`src/rtl/audio_mem_arb.sv`:
```
// Two-port read arbiter that shares one VRAM port and one tile-memory port between an
// audio DMA requester and a host requester, with bounded host starvation.
module audio_mem_arb #(
    parameter int ADDR_W     = 16,
    parameter int STARVE_MAX = 7
) (
    input  logic              clk,
    input  logic              reset_i,
    input  logic              audio_req_i,
    input  logic              audio_tile_i,
    input  logic [ADDR_W-1:0] audio_addr_i,
    output logic              audio_ack_o,
    output logic [15:0]       audio_word_o,
    input  logic              host_req_i,
    input  logic              host_tile_i,
    input  logic [ADDR_W-1:0] host_addr_i,
    output logic              host_ack_o,
    output logic [15:0]       host_word_o,
    output logic              vram_sel_o,
    output logic [ADDR_W-1:0] vram_addr_o,
    input  logic [15:0]       vram_data_i,
    input  logic              vram_busy_i,
    output logic              tile_sel_o,
    output logic [ADDR_W-1:0] tile_addr_o,
    input  logic [15:0]       tile_data_i,
    input  logic              tile_busy_i
);

    localparam int CNT_W = $clog2(STARVE_MAX + 1);

    typedef enum logic [1:0] {ARB_IDLE, ARB_ISSUE, ARB_ACK} state_t;

    state_t             state;
    logic [CNT_W-1:0]   starve_cnt;
    logic               owner_host;
    logic               tgt_tile;

    logic               audio_elig;
    logic               host_elig;
    logic               starved;
    logic               host_wins;
    logic               audio_wins;
    logic               grant_audio;
    logic               grant_host;
    logic               grant_tile;
    logic [ADDR_W-1:0]  grant_addr;
    logic [15:0]        rd_data;

    assign audio_elig = audio_req_i & ~(audio_tile_i ? tile_busy_i : vram_busy_i);
    assign host_elig  = host_req_i  & ~(host_tile_i  ? tile_busy_i : vram_busy_i);
    assign starved    = (starve_cnt == CNT_W'(STARVE_MAX));
    assign host_wins  = host_elig & (~audio_elig | starved);
    assign audio_wins = audio_elig & ~host_wins;

    // Priority is decided before masking the requester being acked, so a still-high
    // req in its own ack cycle costs one idle cycle rather than handing the slot away.
    assign grant_audio = audio_wins & ~audio_ack_o;
    assign grant_host  = host_wins & ~host_ack_o;
    assign grant_tile  = grant_host ? host_tile_i : audio_tile_i;
    assign grant_addr  = grant_host ? host_addr_i : audio_addr_i;
    assign rd_data     = tgt_tile ? tile_data_i : vram_data_i;

    always_ff @(posedge clk or posedge reset_i) begin
        if (reset_i) begin
            state        <= ARB_IDLE;
            starve_cnt   <= '0;
            owner_host   <= 1'b0;
            tgt_tile     <= 1'b0;
            audio_ack_o  <= 1'b0;
            host_ack_o   <= 1'b0;
            audio_word_o <= '0;
            host_word_o  <= '0;
            vram_sel_o   <= 1'b0;
            tile_sel_o   <= 1'b0;
            vram_addr_o  <= '0;
            tile_addr_o  <= '0;
        end else begin
            audio_ack_o <= 1'b0;
            host_ack_o  <= 1'b0;
            vram_sel_o  <= 1'b0;
            tile_sel_o  <= 1'b0;
            case (state)
                ARB_IDLE: begin
                    if (grant_audio || grant_host) begin
                        owner_host <= grant_host;
                        tgt_tile   <= grant_tile;
                        if (grant_tile) begin
                            tile_sel_o  <= 1'b1;
                            tile_addr_o <= grant_addr;
                        end else begin
                            vram_sel_o  <= 1'b1;
                            vram_addr_o <= grant_addr;
                        end
                        if (grant_host)
                            starve_cnt <= '0;
                        else if (host_req_i && !starved)
                            starve_cnt <= starve_cnt + 1'b1;
                        state <= ARB_ISSUE;
                    end
                end
                ARB_ISSUE: state <= ARB_ACK;
                ARB_ACK: begin
                    if (owner_host) begin
                        host_word_o <= rd_data;
                        host_ack_o  <= 1'b1;
                    end else begin
                        audio_word_o <= rd_data;
                        audio_ack_o  <= 1'b1;
                    end
                    state <= ARB_IDLE;
                end
                default: state <= ARB_IDLE;
            endcase
        end
    end

endmodule

```
`config.mk`:
```
export PLATFORM = sky130hd
export DESIGN_NAME = audio_mem_arb
export DESIGN_NICKNAME = d
export VERILOG_FILES = /design/src/rtl/audio_mem_arb.sv
export SDC_FILE = /design/constraint.sdc
export NUM_CORES = 1
export LEC_CHECK = 0
export ABC_AREA = 1
export CORE_MARGIN = 2
export CORE_UTILIZATION = 44
export DETAILED_ROUTE_END_ITERATION = 7
export PLACE_DENSITY = 0.86
export SETUP_SLACK_MARGIN = 0.02
export SYNTH_ARGS = -nofsm -noshare
export SYNTH_HDL_FRONTEND = slang
export SYNTH_SLANG_ARGS = --single-unit
```
`constraint.sdc`:
```
create_clock -name clk -period 3.05 [get_ports clk]
set_clock_uncertainty 0.1 [all_clocks]
set_input_delay 0.61 -clock clk [delete_from_list [all_inputs] [get_ports clk]]
set_output_delay 0.61 -clock clk [all_outputs]
set_load 0.05 [all_outputs]
```
==> results by stage, run 1 <==
STA:
- The pin slew with the least headroom to its limit is 0.922 ns.
- The time the final worst path needs with I/O delays and setup is 2.26 ns.
- The highest clock rate is 442 MHz.
- Setup slack on the critical path of the routed design comes to 0.787 ns.
- In this run the tightest slew margin relative to its limit is 38.5%.
- Summed over all failing endpoints, the final setup total negative slack is 0 ns.
- Setup violations remaining at the end of the flow were counted as 0.
- Setup repair after global routing left no endpoint under its margin.
- The count of final hold-check violations is 0.
- The portion of the clock cycle consumed by the worst path in the final layout is 74.2%.
- The number of pins exceeding their max-slew limit in the final report is 0.

Logic synthesis:
- By count the netlist is led by sky130_fd_sc_hd__nand2_1 (160), sky130_fd_sc_hd__dfrtp_1 (75), sky130_fd_sc_hd__nand3_1 (34), sky130_fd_sc_hd__mux2_2 (32), sky130_fd_sc_hd__nand4_1 (18).
- For this run, the number of Yosys warnings is 0.
- The number of enable-type register cells in the synthesized netlist is 0.
- Yosys mapped the design onto 23 distinct sky130hd cell types.
- By area the synthesized netlist is led by sky130_fd_sc_hd__dfrtp_1 (54%), sky130_fd_sc_hd__nand2_1 (17%), sky130_fd_sc_hd__mux2_2 (10%).
- Counting every net in the synthesized netlist gives 449.
- The share of synthesized area in the top cell type comes to 53.5%.
- The synthesized area is 3510 sq um.
- Yosys instantiated no cell more often than sky130_fd_sc_hd__nand2_1.
- Summing the sequential cell areas from Yosys gives 53.5% of the chip area.
- The cell count after synthesis is 375.
- sky130_fd_sc_hd__dfrtp_1 takes more of the synthesized area than any other cell.
- For this run, the leading register cell type out of synthesis is sky130_fd_sc_hd__dfrtp_1.
- The synthesized design contains 75 register bits.
- The post-synthesis async set-or-reset flop share is 100%.
- A synthesized cell averages 9.35 sq um.

Floorplanning:
- The floorplan has 32 rows.
- After floorplanning, the core was sized to cover 7730 sq um.
- The overall die height is 93.3 um.
- From left edge to right edge, the die measures 93.3 um.
- For this configuration, the core starts out at a cell density of 45.4%.
- The die covers 8700 sq um.
- 140 I/O pins were placed.

Flow run:
- Across the run, the number of max-cap violations was 0.

Placement:
- Prior to clock tree synthesis, the placed netlist has a worst setup slack of 0.454 ns.
- The placer's final routability congestion estimate is 0.861.
- The total placed cells including tap cells is 603.
- The total half-perimeter wirelength after legalization and detailed placement is 6.81 mm.
- The number of port buffers is 139.

GRT:
- The final global-route overflow total is 0.
- Entering global routing, the biggest net connects 44 pins.
- The number of antenna violations at the first check in global routing is 0.
- Global routing used 22.2% of the available tracks across all layers.
- The first global-routing pass estimated 15.1 mm of wire.
- The number of global-route vias before repair is 3185.

Pwr:
- Across the VDD grid, the largest voltage drop is 0.437 mV.
- The share of power burned in combinational logic is 55.7%.
- For this design the static power due to leakage is 0.00249 uW.
- In this run switching power makes up 46.9% of total power.
- The power per cell area is 1130 nW/um^2.
- Cell internal power was estimated by the tool at 3130 uW.
- The share of total power dissipated in sequential elements is 29.1%.
- Of the total power, the clock network draws 15.3%.
- The sum of internal, switching and leakage power is 5900 uW.
- The total net switching power is 2770 uW.

Worst setup path:
- Grouping stages by cell kind, the critical path spends the most delay in buffers and inverters.
- The worst register-to-register path ends at tile_addr_o[2].
- The buffer and inverter count on the worst path is 4.
- Measured in cells, the most critical reg-to-reg path has a length of 11.
- For the worst setup path, the data arrival time is 2.44 ns.
- The worst setup path is captured at a flip-flop.
- The endpoint required time on the critical path is 3.22 ns.
- In this run the register-to-register setup slack is 0.80 ns.
- The largest incremental delay on the critical path is 0.50 ns.
- The largest fanout on the critical path is 23.
- The setup path with the least slack is of type in -> reg.
- The largest individual stage delay along the critical path comes from the cell sky130_fd_sc_hd__clkdlybuf4s50_1.
- The worst reg2reg path startpoint is starve_cnt[0].
- Traced cell by cell, the critical path runs through clkdlybuf4s50_1 > inv_1 > nand2_2 > nand4_2 > buf_4 > nand2_2 > nand2_2 > a21boi_4 > buf_12 > nand3_1 > nand2_1.
- The cell with the most instances on the worst path is sky130_fd_sc_hd__nand2_2.
- The startpoint class of the critical path is an input port.

Clocking:
- Counting the buffers created by CTS gives 9.
- The H-tree was split into 3 levels.
- The post-cts hold buffer count is 0.
- The clock net in this run drives a total of 75 sinks.
- Clock-pin slew was measured on the worst setup and hold paths at 0.07 ns.
- The cell sitting at the root of the clock tree is a sky130_fd_sc_hd__clkbuf_8.
- Post-CTS repair changed the size of 0 cells.
- The CTS tree is yes.
- Once the clock tree was built, the setup fixing pass inserted 0 buffers.
- The maximum clock path buffer count is 2.
- The clock latency on the worst-skew pair is 0.34 ns.

Hold path:
- The startpoint identified for the worst hold timing path is vram_addr_o[12].
- The count of cells along the worst hold path is 2.
- The min-delay analysis places its worst path in the category reg -> reg.
- The worst hold path endpoint is vram_addr_o[12].

Detailed routing:
- The post-detailed-route count of antenna-violating nets is 0.
- The total wirelength of the detailed-routed design is 9.04 mm.
- The detailed router's first-iteration violation count is 100.
- In the routed design, unresolved DRC markers number 0.
- The wire length per cell after detailed routing is 14.6 um.
- Before antenna repair, the detailed router went through 4 iterations.
- The number of vias in the routed layout is 3059.
- The via-per-instance ratio is 4.94.

Finish:
- Cells fill 67.4% of the core in the end.
- The layout has 637 filler cells.
- Relative to the synthesized area, the layout overhead comes to 48.5%.
- The number of diodes added for antenna fixing is 0.
- The fraction of final layout cells sized beyond drive strength 1 is 14.1%.
- The final net count is 586.
- The number of non-filler instances in the completed layout is 619.

Status:
- The flow ran to the end, and the final reports show no timing, DRC or antenna violations.
[cell type report]
type,instances,area (sq um),area share [%]
Timing Repair Buffer,146,1470,28.2
Clock buffer,11,141,2.72
Clock inverter,5,100,1.92
Inverter,11,41.3,0.793
Tap cell,102,128,2.45
Multi-Input combinational cell,269,1450,27.9
Sequential cell,75,1880,36.0
[cell families (layout without fill, tap and decap cells)]
group / count (synthesis) / count (layout) / share of synthesized area, %
compound gates: 6 / 6 / 1.25
buf+inv: 31 / 173 / 5.10
flops: 75 / 75 / 53.5
simple gates: 229 / 229 / 29.1
mux: 32 / 32 / 10.3
fa+ha+maj: 2 / 2 / 0.713
[how the worst max path moves through the flow]
stage	start	endpoint	slack [ns]	cells past startpoint
detailed placement	audio_tile_i	tile_addr_o[2]	0.45	11
floorplan	reset_i	audio_ack_o	0.43	1
global route	audio_tile_i	tile_addr_o[15]	0.62	11
global placement	audio_tile_i	vram_addr_o[5]	0.54	11
finish	audio_tile_i	tile_addr_o[2]	0.79	11
CTS	audio_tile_i	tile_addr_o[13]	0.79	11
[power by group through the flow]
stage / clock network, uW / logic (uW) / registers, uW
2_1_floorplan: 0 / 776 / 3100
3_5_place_dp: 0 / 3310 / 1740
5_1_grt: 967 / 3450 / 1780
4_1_cts: 917 / 3320 / 1720
6_report: 900 / 3290 / 1710
3_3_place_gp: 0 / 3250 / 1710
[sequential cells by signal (all words and copies together) (netlist names)]
register,cells
owner_host,1
state,2
host_ack_o,1
audio_word_o,16
vram_addr_o,16
tile_addr_o,16
tile_sel_o,1
host_word_o,16
audio_ack_o,1
starve_cnt,3
tgt_tile,1
vram_sel_o,1
[per-stage QoR]
stage	hold slack (ns)	cell area, sq um
finish	0.376	5210
detailed placement	0.363	4970
floorplan	0.356	3510
global placement	0.354	4970
CTS	0.379	5210
global route	0.391	5210
[cells in the final DEF (no fill, tap or decap), drive strengths merged]
master and n:
buf 7, o21ai 5, ha 2, dfrtp 75
nand4 19, a21boi 1, nor2 6, mux2 32
nand3 37, clkdlybuf4s50 139, inv 10, nand2 166
clkbuf 11, bufinv 3, clkinv 3, and3 1
[tightest hold or removal path, delay by kind of cell, from the launching register on]
| family | cells | cell delay (ns) |
|---|---|---|
| flops | 1 | 0.34 |
| simple gates | 2 | 0.10 |
[layer usage]
layer	wire length [um]	share of wire (%)	global-route usage, %
met5	0	0	0
met3	412	4.6	3.46
met1	3540	39	26.6
met2	4910	54	39.0
met4	177	2.0	10.2
No activity file was read; power rests on OpenSTA's default activity.
==> inputs of run 2 (changes only) <==
==> constraint.sdc (replaced) <==
create_clock -name clk -period 2.3 [get_ports clk]
set_clock_uncertainty 0.1 [all_clocks]
set_input_delay 0.46 -clock clk [delete_from_list [all_inputs] [get_ports clk]]
set_output_delay 0.46 -clock clk [all_outputs]
set_load 0.05 [all_outputs]
==> results by stage, run 2 (same netlist as run 1, synthesis figures left out) <==
STA:
- The worst hold margin is 0.375 ns (was 0.376 ns).
- The normalized max-slew margin is 63.2% (was 38.5%).
- The pin slew with the least headroom to its limit came to 0.551 ns (was 0.922 ns).
- Of the available clock period, the critical path in the final layout requires 92.4%.
- The number of failing setup endpoints in the final timing report was 0 (unchanged).
- The count of final hold-check violations is 0 (unchanged).
- The worst path needs 2.13 ns of the cycle, external delays included.
- Static timing analysis puts the maximum clock frequency at 470 MHz.
- The aggregate negative setup slack is 0 ns (unchanged).
- Setup repair after global routing missed its margin: true (was false).
- The number of pins exceeding their max-slew limit in the final report is 0 (unchanged).

Detailed routing:
- The number of vias in the routed layout was 3177 (was 3059).
- The total wirelength of the detailed-routed design came to 9.40 mm (was 9.04 mm).
- The detailed-routed wire length on met2 is 4.97 mm (was 4.91 mm).
- The detailed router's first-iteration violation count is 144 (was 100).
- The post-detailed-route count of antenna-violating nets came to 0 (unchanged).
- The detailed-routing wirelength on met1 is 3.68 mm (was 3.54 mm).
- The via-per-instance ratio came to 5.08 (was 4.94).
- The first-pass detailed-route iteration total was 4 (unchanged).
- The routed wire length on met3 was 418 um (was 412 um).
- The top metal layer carrying routed signals is met4 (unchanged).
- The wire length per cell after detailed routing is 15.0 um (was 14.6 um).
- The detailed-route DRC error count was 0 (unchanged).

Worst setup path:
- The type of the worst setup path is reg -> reg (was in -> reg).
- The depth of the worst register-to-register path is 11 (unchanged).
- The endpoint required time on the critical path is 2.43 ns (was 3.22 ns).
- The largest fanout on the critical path is 17 (was 23).
- The reg2reg setup slack is 0.17 ns (was 0.80 ns).
- The worst reg2reg path startpoint is starve_cnt[0] (unchanged).
- The startpoint class of the critical path was a flip-flop (was input port).
- The reg-to-reg critical path endpoint is vram_addr_o[14] (was tile_addr_o[2]).
- The type of element capturing the critical path is a flip-flop (unchanged).
- The timing startpoint of the critical path is starve_cnt[0] (was audio_tile_i).
- The arrival time at the worst endpoint came to 2.25 ns (was 2.44 ns).

Clocking:
- The post-CTS clock slew at the launch and capture registers of the worst setup and hold paths is 0.08 ns (was 0.07 ns).
- The clock latency on the worst-skew pair is 0.33 ns (was 0.34 ns).
- The post-cts hold buffer count was 0 (unchanged).
- The number of gates given a new drive strength after cts came to 0 (unchanged).
- The level count of the clock H-tree came to 3 (unchanged).
- The cell at the root of the clock tree is sky130_fd_sc_hd__clkbuf_8 (unchanged).
- The CTS sink count was 75 (unchanged).
- The total clock buffers created by CTS is 9 (unchanged).
- The CTS tree is yes (unchanged).
- The setup fix buffers added after clock tree synthesis was 0 (unchanged).
- The maximum clock path buffer count was 2 (unchanged).

Finish:
- The fraction of final layout cells sized beyond drive strength 1 is 15.3% (was 14.1%).
- Commonest cells after routing, fill and taps aside: sky130_fd_sc_hd__nand2_1 (160), sky130_fd_sc_hd__clkdlybuf4s50_1 (139), sky130_fd_sc_hd__dfrtp_1 (75) (unchanged).
- The area growth from synthesis to layout is 50.7% (was 48.5%).
- The total area of multi-input combinational cells is 1450 sq um (unchanged).
- The most common cell after layout, fill and taps aside is sky130_fd_sc_hd__nand2_1 (unchanged).
- The number of fill cells came to 590 (was 637).
- The final net count was 593 (was 586).
- The register cell area after layout was 1880 sq um (unchanged).
- The number of diodes added for antenna fixing is 0 (unchanged).

Pwr:
- The peak supply drop is 0.634 mV (was 0.437 mV).
- The part of the power in registers is 27.9% (was 29.1%).
- The cell internal power dissipation came to 4290 uW (was 3130 uW).
- The total leakage power was 0.00253 uW (was 0.00249 uW).
- The share of power burned in combinational logic was 55.6% (was 55.7%).
- The power per cell area is 1510 nW/um^2 (was 1130 nW/um^2).
- The fraction of power spent switching nets is 46.4% (was 46.9%).
- The portion of total power attributed to the clock network is 16.5% (was 15.3%).
- The total net switching power is 3720 uW (was 2770 uW).

Hold path:
- The worst hold path endpoint is vram_addr_o[8] (was vram_addr_o[12]).
- The path class of the lowest-slack min-delay path is reg -> reg (unchanged).
- The source of the worst hold timing path is vram_addr_o[8] (was vram_addr_o[12]).
- The count of cells along the worst hold path is 2 (unchanged).

Floorplanning:
- The top-level I/O count was 140 (unchanged).
- The overall die height is 93.3 um (unchanged).
- The core box area is 7730 sq um (unchanged).
- The initial standard-cell utilization of the core is 45.4% (unchanged).
- The row count was 32 (unchanged).
- The die width came to 93.3 um (unchanged).
- The die outline area was 8700 sq um (unchanged).

Placement:
- The number of port buffers is 139 (unchanged).
- The placer's final routability congestion estimate is 0.887 (was 0.861).
- The total half-perimeter wirelength after legalization and detailed placement is 6.86 mm (was 6.81 mm).

GRT:
- The final global-route overflow total is 0 (unchanged).
- The number of antenna violations at the first check in global routing came to 0 (unchanged).
- The overall fraction of global-route tracks in use came to 22.8% (was 22.2%).
- The number of global-route vias before repair is 3294 (was 3185).
- The maximum number of pins on one net before global-route repair is 76 (was 44).
- The first-pass GRT wire length is 15.5 mm (was 15.1 mm).

Status:
- Result of the run: completed (unchanged).

Flow run:
- The count of maximum capacitance violations is 0 (unchanged).
## run 2: cell types whose count changed in the layout (fill, tap and decap cells not counted), sizes merged
cell      before  now
inv           10    9
clkbuf        11   10
buf            7   14
clkinvlp       0    1
clkinv         3    2
bufinv         3    4
## run 2: per-stage QoR
| stage | setup WS [ns] | total power, uW | instance area [sq um] | util (%) | instances |
|---|---|---|---|---|---|
| floorplan | 0.379 | 5140 | 3510 | - | 375 |
| global placement | 0.0205 | 6610 | 5020 | 65.0 | 610 |
| detailed placement | -0.0445 | 6720 | 5020 | 65.0 | 610 |
| CTS | 0.157 | 8060 | 5290 | 68.4 | 625 |
| global route | 0.0140 | 8400 | 5290 | 68.4 | 625 |
| finish | 0.174 | 8000 | 5290 | 68.4 | 625 |
## run 2: layout make-up
| cell class | instances | area share [%] |
|---|---|---|
| clock buffers | 10 | 2.60 |
| clock inverters | 5 | 2.37 |
| inverters | 11 | 0.852 |
| multi-input cells | 269 | 27.5 |
| flip-flops and latches | 75 | 35.5 |
| well taps | 102 | 2.41 |
| repair buffers | 153 | 28.8 |
## run 2: worst max-delay path by stage
stage	depth (start not counted)	endpoint
final	11	vram_addr_o[14]
after global routing	11	tile_addr_o[14]
after CTS	1	tile_addr_o[14]
after detailed placement	10	vram_addr_o[14]
after global placement	10	vram_addr_o[12]
after floorplan	12	tile_addr_o[0]
## run 2: power by group through the flow
stage	registers (uW)	clock network [uW]	logic, uW
after floorplan	4110	0	1030
after CTS	2240	1340	4480
after global placement	2230	0	4380
after global routing	2300	1400	4700
after detailed placement	2260	0	4470
final	2230	1320	4450
## run 2: metal layers
metal | up-vias | GRT usage, %
met3 | 30 | 3.46
li1 | 1518 | -
met5 | - | 0
met4 | 0 | 11.6
met1 | 1513 | 26.6
met2 | 116 | 40.6
## run 2: critical path: stages, from the launching register on
cell                      delay, ns
sky130_fd_sc_hd__dfrtp_1       0.40
sky130_fd_sc_hd__ha_1          0.22
sky130_fd_sc_hd__ha_1          0.19
sky130_fd_sc_hd__inv_1         0.09
sky130_fd_sc_hd__nand4_2       0.13
sky130_fd_sc_hd__buf_4         0.17
sky130_fd_sc_hd__nand2_2       0.06
sky130_fd_sc_hd__nand2_2       0.07
sky130_fd_sc_hd__nand2_2       0.14
sky130_fd_sc_hd__nand3_4       0.23
sky130_fd_sc_hd__nand2_1       0.15
sky130_fd_sc_hd__nand2_1       0.06
==> inputs of run 3 (changes only) <==
--- a/config.mk
+++ b/config.mk
@@ -14,3 +14,4 @@
 export SYNTH_ARGS = -nofsm -noshare
 export SYNTH_HDL_FRONTEND = slang
 export SYNTH_SLANG_ARGS = --single-unit
+export TNS_END_PERCENT = 5
==> results of run 3 <==
Final layout, timing and power as in run 2 (identical DEF).
